--- src/rtl/pc_pkg.sv ---
// Shared encodings for the PC controller: FSM states, next-PC selects, cause codes.
package pc_pkg;

  typedef enum logic {
    RUN     = 1'b0,
    HANDLER = 1'b1
  } state_e;

  typedef enum logic [1:0] {
    SEL_SEQ = 2'b00,
    SEL_BR  = 2'b01,
    SEL_J   = 2'b10,
    SEL_JR  = 2'b11
  } sel_e;

  localparam logic [4:0] CAUSE_ADEL = 5'd4;

endpackage

--- src/rtl/pc_next.sv ---
// Combinational next-PC source select; redirect targets are word-aligned and
// a misalignment flag is raised for the caller to act on.
module pc_next
  import pc_pkg::*;
#(
  parameter int unsigned WIDTH = 32
) (
  input  logic [1:0]       sel,
  input  logic [WIDTH-1:0] pc_plus,
  input  logic [WIDTH-1:0] br_target,
  input  logic [25:0]      j_index,
  input  logic [WIDTH-1:0] jr_target,
  output logic [WIDTH-1:0] next_pc,
  output logic             misaligned
);

  always_comb begin
    next_pc    = pc_plus;
    misaligned = 1'b0;
    case (sel_e'(sel))
      SEL_SEQ: next_pc = pc_plus;
      SEL_BR: begin
        next_pc    = {br_target[WIDTH-1:2], 2'b00};
        misaligned = |br_target[1:0];
      end
      SEL_J:   next_pc = {pc_plus[WIDTH-1:28], j_index, 2'b00};
      SEL_JR: begin
        next_pc    = {jr_target[WIDTH-1:2], 2'b00};
        misaligned = |jr_target[1:0];
      end
      default: next_pc = pc_plus;
    endcase
  end

endmodule

--- src/rtl/pc_ctrl.sv ---
// PC register, exception EPC/cause capture and RUN/HANDLER FSM; updates on the
// falling clock edge. Define PC_ALIGN_CHECK_EN to trap misaligned redirects.
module pc_ctrl
  import pc_pkg::*;
#(
  parameter int unsigned      WIDTH     = 32,
  parameter logic [WIDTH-1:0] RESET_VEC = 32'h00400000,
  parameter logic [WIDTH-1:0] EXC_VEC   = 32'h00400004,
  parameter int unsigned      STEP      = 4
) (
  input  logic             clk,
  input  logic             rst,
  input  logic             ena,
  input  logic             stall,
  input  logic [1:0]       sel,
  input  logic [WIDTH-1:0] br_target,
  input  logic [25:0]      j_index,
  input  logic [WIDTH-1:0] jr_target,
  input  logic             exc_req,
  input  logic [4:0]       exc_cause,
  input  logic             eret,
  output logic [WIDTH-1:0] pc,
  output logic [WIDTH-1:0] pc_plus,
  output logic [WIDTH-1:0] epc,
  output logic [4:0]       cause,
  output logic             in_exc,
  output logic [WIDTH-1:0] adv_cnt
);

`ifdef PC_ALIGN_CHECK_EN
  localparam bit ALIGN_CHECK = 1'b1;
`else
  localparam bit ALIGN_CHECK = 1'b0;
`endif

  state_e           state, state_n;
  logic [WIDTH-1:0] pc_n, epc_n, cnt_n, next_pc;
  logic [4:0]       cause_n;
  logic             misaligned;

  assign pc_plus = pc + WIDTH'(STEP);
  assign in_exc  = (state == HANDLER);

  pc_next #(.WIDTH(WIDTH)) u_pc_next (
    .sel        (sel),
    .pc_plus    (pc_plus),
    .br_target  (br_target),
    .j_index    (j_index),
    .jr_target  (jr_target),
    .next_pc    (next_pc),
    .misaligned (misaligned)
  );

  // A real exc_req outranks the misalignment trap, so its cause wins.
  always_comb begin
    state_n = state;
    pc_n    = pc;
    epc_n   = epc;
    cause_n = cause;
    cnt_n   = adv_cnt;
    if (ena) begin
      if (state == RUN && exc_req) begin
        epc_n   = pc;
        cause_n = exc_cause;
        pc_n    = EXC_VEC;
        state_n = HANDLER;
        cnt_n   = adv_cnt + 1'b1;
      end else if (state == HANDLER && eret) begin
        pc_n    = epc;
        state_n = RUN;
        cnt_n   = adv_cnt + 1'b1;
      end else if (!stall) begin
        if (state == RUN && ALIGN_CHECK && misaligned) begin
          epc_n   = pc;
          cause_n = CAUSE_ADEL;
          pc_n    = EXC_VEC;
          state_n = HANDLER;
        end else begin
          pc_n = next_pc;
        end
        cnt_n = adv_cnt + 1'b1;
      end
    end
  end

  always_ff @(negedge clk) begin
    if (rst) begin
      state   <= RUN;
      pc      <= RESET_VEC;
      epc     <= '0;
      cause   <= '0;
      adv_cnt <= '0;
    end else begin
      state   <= state_n;
      pc      <= pc_n;
      epc     <= epc_n;
      cause   <= cause_n;
      adv_cnt <= cnt_n;
    end
  end

endmodule
--- config.mk ---
export PLATFORM = sky130hd
export DESIGN_NAME = pc_ctrl
export DESIGN_NICKNAME = d
export VERILOG_FILES = /design/src/rtl/pc_pkg.sv /design/src/rtl/pc_next.sv /design/src/rtl/pc_ctrl.sv
export SDC_FILE = /design/constraint.sdc
export NUM_CORES = 1
export LEC_CHECK = 0
export BUFFER_PORTS_ARGS = -buffer_cell sky130_fd_sc_hd__buf_2
export CAP_MARGIN = 40
export CORE_ASPECT_RATIO = 0.75
export CORE_MARGIN = 3
export CORE_UTILIZATION = 45
export CTS_BUF_LIST = sky130_fd_sc_hd__clkbuf_8
export CTS_CLUSTER_DIAMETER = 80
export DETAILED_ROUTE_END_ITERATION = 16
export GPL_TIMING_DRIVEN = 0
export PLACE_DENSITY_LB_ADDON = 0.3
export SYNTH_ARGS = -nofsm -noshare
export SYNTH_HDL_FRONTEND = slang
export SYNTH_HIERARCHICAL = 1
export SYNTH_SLANG_ARGS = --single-unit
--- constraint.sdc ---
create_clock -name clk -period 2.24 [get_ports clk]
set_clock_uncertainty 0.1 [all_clocks]
set_input_delay 0.224 -clock clk [delete_from_list [all_inputs] [get_ports clk]]
set_output_delay 0.224 -clock clk [all_outputs]
set_load 0.01 [all_outputs]
==> impl_metrics.yaml <==
critical_path:
  cp_max_fo: 2
  start_kind: "register"
  required_ns: 1.92
  cp_slowest_stage_delay_ns: 0.61
  reg2reg_to: "pc[22]"
  reg2reg_depth: 10
  crit_arrival_ns: 3.65
  crit_start: "pc[2]"
  r2r_slack_ns: -0.74
  crit_top_cell: "buf_6"
  r2r_start: "pc[9]"
  crit_slowest_cell: "xnor2_2"
  crit_path_end_kind: "output pin"
  path_cells: "buf_6 -> buf_6 -> and4_4 -> nand4_1 -> xnor2_2 -> buf_2"
  crit_type: "reg2out"
detailed_routing:
  vias: 9665
  wire_per_inst_um: 31.4
  post_drt_via_cell_ratio: 7.31
  firstDrtPassIters: 11
  antenna_left: 0
  finalWirelength_um: 41500
  drtIter0Drc: 2493
  drc: 0
min_path:
  worstHoldStart: "cause[4]"
  hold_path_depth: 2
  min_to: "cause[4]"
  hp-class: "reg2reg"
finish:
  finalNetCount: 1259
  final_common_cell: "buf_6"
  final_cell_area_um2: 11200
  layout_common_cells: "142 x buf_6, 133 x buf_4, 123 x buf_2, 109 x inv_1, 88 x nand2_1"
  fin_util: 0.946
  area_growth_pct: 99.9
  layout-drive-gt1-share: 0.640
  fillers: 265
  final_cells: 1322
floorplanning:
  die_h_um: 103
  die-area_um2: 13900
  die_w_um: 135
  core_area_um2: 11900
  start_util: 0.473
  core.rowCount: 34
  boundaryPins: 237
placed_design:
  detailedPlace.worstSlack_ns: -1.17
  gp_congestion: 0.888
  dp_hpwl_um: 14900
  post_dp_cell_area_um2: 7450
  dp.cells: 1037
  portBuffers: 228
synthesis:
  syn_area_per_cell_um2: 8.68
  synth_cells: 647
  synth_nets: 752
  yosys_warnings: 6
  netlist_area_um2: 5620
power_and_ir_drop:
  leakage_nw: 5.39
  power_mw: 5.94
  intPower_mw: 3.23
  switching_share: 0.456
  pwr-share-clk: 0.415
  vdd_drop_max_mv: 0.433
  seq_power_share: 0.336
  p_sw_mw: 2.71
  p_comb_frac: 0.249
  power_density_nw_per_um2: 529
timing:
  layout_setup_ws_ns: -1.73
  worst_pin_slew_ns: 0.804
  finalSetupViolations: 217
  max_slew_margin: 0.464
  hold_viol: 0
  fin_tns_setup_ns: -74.53
  maxSlewViolCount: 0
  whs_ns: 0.365
  rsz0062_at_grt: "yes"
clock_network:
  cts_hold_buf: 0
  h-tree-depth: 3
  clkTransAtPathRegs_ns: 0.07
  clk_latency_ns: 0.50
  clk_path_buf_depth: 2
  clock_sinks: 102
  root_buffer: "clkbuf_8"
  cts_buffers: 9
  cts_tree: "done"
outcome:
  violations: "setup timing"
  outcome: "finished, violations left"
run:
  cap_violations: 0
grt:
  grt_pass1_vias: 7958
  antenna_found_initial: 3
  grt_pass1_wl_um: 41300
  grt.overflow.total: 0
  grt_max_degree: 17
  grt_usage: 0.381
## per-layer routing
layer	GRT usage	vias to the layer above	part of all wire
met4	0.200	6	0.12
met2	0.624	1422	0.39
li1	-	3409	-
met3	0.122	572	0.18
met1	0.455	4256	0.30
met5	0	-	0.0017
## sequential cells by signal (all words and copies together), names as in the netlist
| register | cells |
|---|---|
| in_exc | 1 |
| pc | 32 |
| adv_cnt | 32 |
| epc | 32 |
| cause | 5 |
## cell type report
| cell class | instances | area, um2 | share of cell area |
|---|---|---|---|
| Clock buffer | 9 | 124 | 0.0110 |
| Inverter | 8 | 36.3 | 0.00323 |
| Tap cell | 162 | 203 | 0.0181 |
| Buffer | 56 | 557 | 0.0496 |
| Timing Repair Buffer | 395 | 3340 | 0.297 |
| Clock inverter | 108 | 427 | 0.0380 |
| Sequential cell | 102 | 2290 | 0.204 |
| Multi-Input combinational cell | 480 | 4250 | 0.378 |
| Antenna cell | 2 | 5.00 | 0.000446 |
## worst max-delay path by stage
| stage | end | slack (ns) | depth (start not counted) |
|---|---|---|---|
| floorplan | pc_plus[29] | -0.75 | 4 |
| global placement | pc_plus[30] | -1.18 | 5 |
| detailed placement | pc_plus[30] | -1.17 | 6 |
| CTS | pc_plus[28] | -1.33 | 7 |
| global route | pc_plus[28] | -1.65 | 7 |
| finish | pc_plus[9] | -1.73 | 6 |
## worst max-delay path: cells and delay by family (launching register included)
| family | cells | cell delay (ns) |
|---|---|---|
| AND/OR/NAND/NOR | 2 | 0.60 |
| flip-flops | 1 | 0.38 |
| XOR/XNOR | 1 | 0.61 |
| buffers and inverters | 3 | 0.45 |
## power by group through the flow
stage          clock (mW)  sequential [mW]  combinational, mW
5_1_grt              2.50             2.00               1.49
4_1_cts              1.84             1.98               1.12
2_1_floorplan       0.278             2.04              0.521
3_5_place_dp        0.278             2.03              0.876
3_3_place_gp        0.278             2.03              0.866
6_report             2.47             2.00               1.48
## timing repair
action                                  CTS  global route
resized for setup                       339           141
endpoints found under the setup margin  194           228
setup buffers                           104            61
cloned                                    6             2
pin swaps                                48            73
(Power assumes the default switching activity.)
